==> config.mk <==
export PLATFORM = sky130hd
export DESIGN_NAME = store_aligner_flat
export DESIGN_NICKNAME = d
export VERILOG_FILES = /design/src/rtl/HighLevelControl.sv /design/src/rtl/store_aligner_if.sv /design/src/rtl/store_aligner.sv /design/src/flat_wrapper.sv
export SDC_FILE = /design/constraint.sdc
export NUM_CORES = 1
export LEC_CHECK = 0
export ABC_AREA = 1
export CORE_ASPECT_RATIO = 1.75
export CORE_UTILIZATION = 54
export DETAILED_ROUTE_END_ITERATION = 8
export PLACE_DENSITY = 0.81
export SYNTH_ARGS = -nofsm -noshare
export SYNTH_HDL_FRONTEND = slang
export SYNTH_SLANG_ARGS = --single-unit
==> constraint.sdc <==
create_clock -name clk -period 11.67 [get_ports clk]
set_clock_uncertainty 0.1 [all_clocks]
set_input_delay 2.334 -clock clk [delete_from_list [all_inputs] [get_ports clk]]
set_output_delay 2.334 -clock clk [all_outputs]
set_load 0.02 [all_outputs]
==> src/rtl/HighLevelControl.sv <==
// ============================================================================
// Package : HighLevelControl
// Brief   : Shared control-path types; truncType selects the access size.
// Rev     : 1.0
// ============================================================================
`default_nettype none

`ifndef XLEN
`ifdef XLEN_64
`define XLEN 64
`else
`define XLEN 32
`endif
`endif

package HighLevelControl;

    typedef enum logic [2:0] {
        BYTE               = 3'd0,
        HALF_WORD          = 3'd1,
        WORD               = 3'd2,
        NO_TRUNC           = 3'd3,
        BYTE_UNSIGNED      = 3'd4,
        HALF_WORD_UNSIGNED = 3'd5,
        WORD_UNSIGNED      = 3'd6
    } truncType;

endpackage

`default_nettype wire

==> src/rtl/store_aligner_if.sv <==
// ============================================================================
// Interface : store_aligner_if
// Brief     : Store request side plus memory write side of the store aligner.
// Rev       : 1.0
// ============================================================================
`default_nettype none

`ifndef XLEN
`ifdef XLEN_64
`define XLEN 64
`else
`define XLEN 32
`endif
`endif

interface store_aligner_if;
    import HighLevelControl::*;

    logic                 StoreValid;
    logic                 StoreReady;
    truncType             StoreType;
    logic [`XLEN-1:0]     StoreAddress;
    logic [`XLEN-1:0]     StoreData;
    logic                 StoreMisaligned;
    logic                 StoreIllegalType;
    logic                 MemWriteValid;
    logic                 MemWriteReady;
    logic [`XLEN-1:0]     MemWriteAddress;
    logic [`XLEN-1:0]     MemWriteData;
    logic [`XLEN/8-1:0]   MemWriteMask;
    logic                 StoreBufferEmpty;

    modport slave (
        input  StoreValid, StoreType, StoreAddress, StoreData, MemWriteReady,
        output StoreReady, StoreMisaligned, StoreIllegalType, MemWriteValid,
               MemWriteAddress, MemWriteData, MemWriteMask, StoreBufferEmpty
    );

    modport master (
        output StoreValid, StoreType, StoreAddress, StoreData, MemWriteReady,
        input  StoreReady, StoreMisaligned, StoreIllegalType, MemWriteValid,
               MemWriteAddress, MemWriteData, MemWriteMask, StoreBufferEmpty
    );

endinterface

`default_nettype wire

==> src/rtl/store_aligner.sv <==
// ============================================================================
// Module : store_aligner
// Brief  : Lane-aligns store data, builds byte masks, drops faulting stores
//          and queues legal ones in an in-order FIFO toward data memory.
// Rev    : 1.0
// ============================================================================
`default_nettype none

`ifndef XLEN
`ifdef XLEN_64
`define XLEN 64
`else
`define XLEN 32
`endif
`endif

module store_aligner
    import HighLevelControl::*;
#(
    parameter int DEPTH = 4
) (
    input  wire logic      clk,
    input  wire logic      reset,
    store_aligner_if.slave bus
);

    localparam int c_xlen = `XLEN;
    localparam int c_mw   = c_xlen / 8;
    localparam int c_offw = $clog2(c_mw);
    localparam int c_pw   = $clog2(DEPTH);
    localparam int c_cw   = $clog2(DEPTH + 1);
    localparam logic [c_cw-1:0] c_full = c_cw'(DEPTH);

    logic [c_xlen-1:0] r_addr_q [DEPTH];
    logic [c_xlen-1:0] r_data_q [DEPTH];
    logic [c_mw-1:0]   r_mask_q [DEPTH];
    logic [c_pw-1:0]   r_wptr;
    logic [c_pw-1:0]   r_rptr;
    logic [c_cw-1:0]   r_count;
    logic              r_misaligned;
    logic              r_illegal;

    logic [c_offw-1:0] w_off;
    logic              w_full;
    logic              w_empty;
    logic              w_accept;
    logic              w_illegal;
    logic              w_misaligned;
    logic              w_enq;
    logic              w_deq;
    logic              w_head_valid;
    logic [c_xlen-1:0] w_trunc;
    logic [c_xlen-1:0] w_lane_data;
    logic [c_mw-1:0]   w_lane_mask;

    assign w_off    = bus.StoreAddress[c_offw-1:0];
    assign w_full   = (r_count == c_full);
    assign w_empty  = (r_count == '0);
    assign w_accept = bus.StoreValid && !w_full;

    always_comb begin
        w_illegal    = 1'b0;
        w_misaligned = 1'b0;
        w_trunc      = '0;
        w_lane_mask  = '0;
        case (bus.StoreType)
            BYTE: begin
                w_trunc     = bus.StoreData & c_xlen'(8'hFF);
                w_lane_mask = c_mw'(1) << w_off;
            end
            HALF_WORD: begin
                w_misaligned = w_off[0];
                w_trunc      = bus.StoreData & c_xlen'(16'hFFFF);
                w_lane_mask  = c_mw'(2'b11) << w_off;
            end
            WORD: begin
                w_misaligned = (w_off[1:0] != 2'b00);
                w_trunc      = bus.StoreData & c_xlen'(32'hFFFF_FFFF);
                w_lane_mask  = c_mw'(4'hF) << w_off;
            end
            NO_TRUNC: begin
                w_misaligned = (w_off != '0);
                w_trunc      = bus.StoreData;
                w_lane_mask  = '1;
            end
            // Unsigned variants are load-only; the unused encoding is rejected too.
            default: w_illegal = 1'b1;
        endcase
    end

    assign w_lane_data  = w_trunc << {w_off, 3'b000};
    assign w_enq        = w_accept && !w_illegal && !w_misaligned;
    assign w_head_valid = !w_empty && !reset;
    assign w_deq        = w_head_valid && bus.MemWriteReady;

    always_ff @(posedge clk) begin
        if (reset) begin
            r_wptr       <= '0;
            r_rptr       <= '0;
            r_count      <= '0;
            r_misaligned <= 1'b0;
            r_illegal    <= 1'b0;
        end else begin
            r_misaligned <= w_accept && !w_illegal && w_misaligned;
            r_illegal    <= w_accept && w_illegal;
            if (w_enq) begin
                r_wptr <= r_wptr + c_pw'(1);
            end
            if (w_deq) begin
                r_rptr <= r_rptr + c_pw'(1);
            end
            if (w_enq && !w_deq) begin
                r_count <= r_count + c_cw'(1);
            end else if (!w_enq && w_deq) begin
                r_count <= r_count - c_cw'(1);
            end
        end
    end

    // Payload storage needs no reset: it is only observed through valid entries.
    always_ff @(posedge clk) begin
        if (!reset && w_enq) begin
            r_addr_q[r_wptr] <= {bus.StoreAddress[c_xlen-1:c_offw], {c_offw{1'b0}}};
            r_data_q[r_wptr] <= w_lane_data;
            r_mask_q[r_wptr] <= w_lane_mask;
        end
    end

    assign bus.StoreReady       = !w_full;
    assign bus.StoreMisaligned  = r_misaligned;
    assign bus.StoreIllegalType = r_illegal;
    assign bus.StoreBufferEmpty = w_empty;
    assign bus.MemWriteValid    = w_head_valid;
    assign bus.MemWriteAddress  = w_empty ? '0 : r_addr_q[r_rptr];
    assign bus.MemWriteData     = w_empty ? '0 : r_data_q[r_rptr];
    assign bus.MemWriteMask     = w_empty ? '0 : r_mask_q[r_rptr];

endmodule

`default_nettype wire

==> src/flat_wrapper.sv <==
// flat-port wrapper written by rule: the top's interface ports become plain ports
module store_aligner_flat import HighLevelControl::*;
#(
    parameter int DEPTH = 4
)
  (clk, reset, bus_StoreValid, bus_StoreType, bus_StoreAddress, bus_StoreData, bus_MemWriteReady, bus_StoreReady, bus_StoreMisaligned, bus_StoreIllegalType, bus_MemWriteValid, bus_MemWriteAddress, bus_MemWriteData, bus_MemWriteMask, bus_StoreBufferEmpty);
  store_aligner_if bus_i ();
  input  wire logic clk;
  input  wire logic reset;
  input wire logic [$bits(bus_i.StoreValid)-1:0] bus_StoreValid;
  input wire logic [$bits(bus_i.StoreType)-1:0] bus_StoreType;
  input wire logic [$bits(bus_i.StoreAddress)-1:0] bus_StoreAddress;
  input wire logic [$bits(bus_i.StoreData)-1:0] bus_StoreData;
  input wire logic [$bits(bus_i.MemWriteReady)-1:0] bus_MemWriteReady;
  output wire logic [$bits(bus_i.StoreReady)-1:0] bus_StoreReady;
  output wire logic [$bits(bus_i.StoreMisaligned)-1:0] bus_StoreMisaligned;
  output wire logic [$bits(bus_i.StoreIllegalType)-1:0] bus_StoreIllegalType;
  output wire logic [$bits(bus_i.MemWriteValid)-1:0] bus_MemWriteValid;
  output wire logic [$bits(bus_i.MemWriteAddress)-1:0] bus_MemWriteAddress;
  output wire logic [$bits(bus_i.MemWriteData)-1:0] bus_MemWriteData;
  output wire logic [$bits(bus_i.MemWriteMask)-1:0] bus_MemWriteMask;
  output wire logic [$bits(bus_i.StoreBufferEmpty)-1:0] bus_StoreBufferEmpty;
  assign bus_i.StoreValid = bus_StoreValid;
  assign bus_i.StoreType = bus_StoreType;
  assign bus_i.StoreAddress = bus_StoreAddress;
  assign bus_i.StoreData = bus_StoreData;
  assign bus_i.MemWriteReady = bus_MemWriteReady;
  assign bus_StoreReady = bus_i.StoreReady;
  assign bus_StoreMisaligned = bus_i.StoreMisaligned;
  assign bus_StoreIllegalType = bus_i.StoreIllegalType;
  assign bus_MemWriteValid = bus_i.MemWriteValid;
  assign bus_MemWriteAddress = bus_i.MemWriteAddress;
  assign bus_MemWriteData = bus_i.MemWriteData;
  assign bus_MemWriteMask = bus_i.MemWriteMask;
  assign bus_StoreBufferEmpty = bus_i.StoreBufferEmpty;
  store_aligner #(.DEPTH(DEPTH)) u_core (.clk(clk), .reset(reset), .bus(bus_i));
endmodule
==> run_results.csv <==
group,metric,value,unit
critical_path,reg2reg_from,"u_core.r_count[0]",
sta,whs,0.389,ns
critical_path,crit_path_start_kind,"input port",
cells_and_area,layout-area-overhead-vs-synth,19.2,%
critical_path,cp-startpoint,"reset",
clocking,cts_sinks,275,
hold_path,min_path_cells,2,
sta,finalCritPeriodShare,0.521,
logic_synthesis,yosys.area.top_type_share,0.691,
pwr,seqPwrFrac,0.470,
route,wl_per_cell,18.1,um
critical_path,cp_data_required_time,9.24,ns
clocking,cts_inserted_buffers,23,
logic_synthesis,synth_edf_count,264,
critical_path,crit_arrival,3.65,ns
sta,slew_violations,0,
clocking,clk_latency,0.51,ns
route,vias,7737,
grt,grt_pass1_vias,7716,
place,io_buffer_count,141,
sta,fmax,164,MHz
logic_synthesis,yosys-top-cells-area,"edfxtp_1, nor2_1, o21ai_0",
hold_path,min_to,"u_core.r_count[1]",
logic_synthesis,ys_seq_area_frac,0.710,
grt,grt_usage,0.238,
floorplan,die-area,0.0219,mm^2
clocking,hold_buffers,0,
floorplan,rows,70,
floorplan,dieHeight,195,um
pwr,power.switching,0.668,mW
floorplan,num_io_pins,144,
logic_synthesis,synthArstFlopShare,0,
hold_path,hp-class,"flop to flop",
critical_path,reg2reg_slack,8.73,ns
route,drc,8,
logic_synthesis,synthCells,1011,
pwr,p_leak,4.68,nW
critical_path,worst-r2r-cell-count,7,
route,routed_via_density,5.54,
cells_and_area,drive_gt1_frac,0.0550,
sta,finalCriticalPeriod,6.08,ns
floorplan,dieWidth,112,um
sta,slew_headroom,0.286,
grt,grt_pass1_wl,40200,um
clocking,h-tree-depth,1,
status,status,"complete, but fails checks",
logic_synthesis,syn_area,0.0115,mm^2
sta,setup_viol,0,
logic_synthesis,ys.flop_type,"edfxtp_1",
clocking,clk_path_buf_depth,3,
grt,grt_antenna_before_repair,0,
logic_synthesis,synth_area_leader_cell,"edfxtp_1",
logic_synthesis,ys_ff_latch,275,
place,finalWeightedCongestion,1.00,
sta,rsz0062_at_grt,"no",
logic_synthesis,synth_warnings,0,
grt,grt_max_degree,117,
cells_and_area,multiInputGateArea,0.00291,mm^2
floorplan,core_area,0.0208,mm^2
cells_and_area,n_fill_cell,1570,
pwr,power_frac_clock,0.303,
critical_path,critPathCaptureType,"output port",
logic_synthesis,synth_cell_type_count,27,
pwr,switching_share,0.282,
logic_synthesis,yosysMostFrequentCell,"nor2_1",
logic_synthesis,syn_avg_cell_area,11.4,um^2
job,cap_violations,0,
hold_path,hold_start,"u_core.r_count[1]",
route,wl,25300,um
critical_path,critPathMaxFanout,6,
place,dp_worst_setup_slack,5.61,ns
pwr,power_frac_comb,0.226,
cells_and_area,regArea,0.00815,mm^2
sta,finalSetupTns,0,ns
sta,worst_pin_slew,1.07,ns
critical_path,reg2reg_to,"u_core.r_addr_q[2][4]",
route,final_antenna_net_count,0,
route,drtIter0Drc,567,
route,dr.pass1.iters,7,
cells_and_area,diodes,0,
clocking,tritoncts,"done",
logic_synthesis,synth_common_cells,"nor2_1, edfxtp_1, o21ai_0, a21oi_1, nand2_1",
place,dpl.hpwl,15000,um
grt,grt-ovfl-total,0,
clocking,cts_setup_buffers,0,
status,violations,"DRC",
critical_path,path_class,"input port to output port",
clocking,root_buffer,"clkbuf_16",
cells_and_area,nets,1205,
sta,fin_ws,5.59,ns
pwr,internal-power,1.70,mW
sta,hold_viol_final,0,
clocking,cts.reportedPaths.clkPinSlew,0.06,ns
floorplan,start_util,0.551,
pwr,vdd_drop_max,251,uV
pwr,p_per_area,173,mW/mm^2
clocking,cts_resized,0,
==> power by group through the flow <==
stage               Clock, mW  Combinational (mW)  Sequential (mW)
floorplan                   0               0.300             1.13
global placement            0               0.535             1.14
detailed placement          0               0.540             1.14
CTS                     0.728               0.542             1.11
global route            0.763               0.578             1.12
finish                  0.719               0.536             1.11
==> worst max-delay path: stages <==
cell and delay (ns):
clkdlybuf4s50_1 0.49, nor2_1 0.18, clkdlybuf4s50_1 0.63
==> placed cells by master, fill, tap and decap left out, types with 2 or more instances in the layout <==
cell,Yosys,final
nor2_1,298,294
edfxtp_1,264,264
clkdlybuf4s50_1,0,141
o21ai_0,127,127
a21oi_1,71,71
nand2_1,62,62
o21ai_1,39,39
inv_1,26,25
clkbuf_16,0,24
nand3_1,20,20
o22ai_1,9,9
clkbuf_1,12,9
buf_4,15,9
dfxtp_1,11,9
inv_2,6,6
nor2_4,2,6
clkinv_2,0,5
ha_1,5,5
o21ai_2,3,3
nand2_2,2,2
xor2_1,2,2
conb_1,1,2
clkbuf_8,0,2
==> layout make-up <==
cell class / count / share of cell area
clock buffer: 35 / 0.0484
clock inverter: 7 / 0.00293
inverter: 33 / 0.00933
multi-input combinational: 645 / 0.213
sequential: 275 / 0.596
tap: 252 / 0.0230
timing repair buffer: 150 / 0.108
==> layer usage <==
layer / wire [um] / up-vias / track usage / share of wire
li1: - / 3749 / - / -
met5: 0 / - / 0 / 0
met2: 13300 / 242 / 0.429 / 0.53
met1: 9730 / 3686 / 0.285 / 0.38
met4: 1110 / 0 / 0.114 / 0.044
met3: 1150 / 60 / 0.0206 / 0.046
==> metrics by stage <==
| stage | std cells | cell area (um^2) | util | total power, mW |
|---|---|---|---|---|
| after CTS | 1397 | 13700 | 0.657 | 2.39 |
| after global placement | 1355 | 13000 | 0.623 | 1.67 |
| final | 1397 | 13700 | 0.657 | 2.37 |
| after floorplan | 1012 | 11500 | - | 1.43 |
| after detailed placement | 1355 | 13000 | 0.623 | 1.68 |
| after global routing | 1397 | 13700 | 0.657 | 2.46 |
==> flip-flops by register name (all words and copies together) (netlist names), named ones only <==
name	cells
u_core.bus.StoreIllegalType	1
u_core.bus.StoreMisaligned	1
u_core.r_addr_q	120
u_core.r_count	3
u_core.r_data_q	128
u_core.r_mask_q	16
u_core.r_rptr	2
u_core.r_wptr	2
==> worst max path at each step <==
stage	cells past startpoint	endpoint	slack, ns
after floorplan	7	u_core.r_addr_q[0][0]	5.44
after global placement	3	bus_MemWriteValid	5.62
after detailed placement	3	bus_MemWriteValid	5.61
after CTS	3	bus_MemWriteValid	5.59
after global routing	3	bus_MemWriteValid	5.50
final	3	bus_MemWriteValid	5.59
==> cell families after synthesis <==
family / after synthesis / share of synthesized area
AND/OR/NAND/NOR: 386 / 0.131
AO/OA/AOI/OAI: 249 / 0.111
XOR/XNOR: 2 / 0.00153
flip-flops: 275 / 0.710
buffers and inverters: 92 / 0.0397
adder cells (fa/ha/maj): 6 / 0.00719
other: 1 / 0.000327
(Power assumes the default switching activity.)
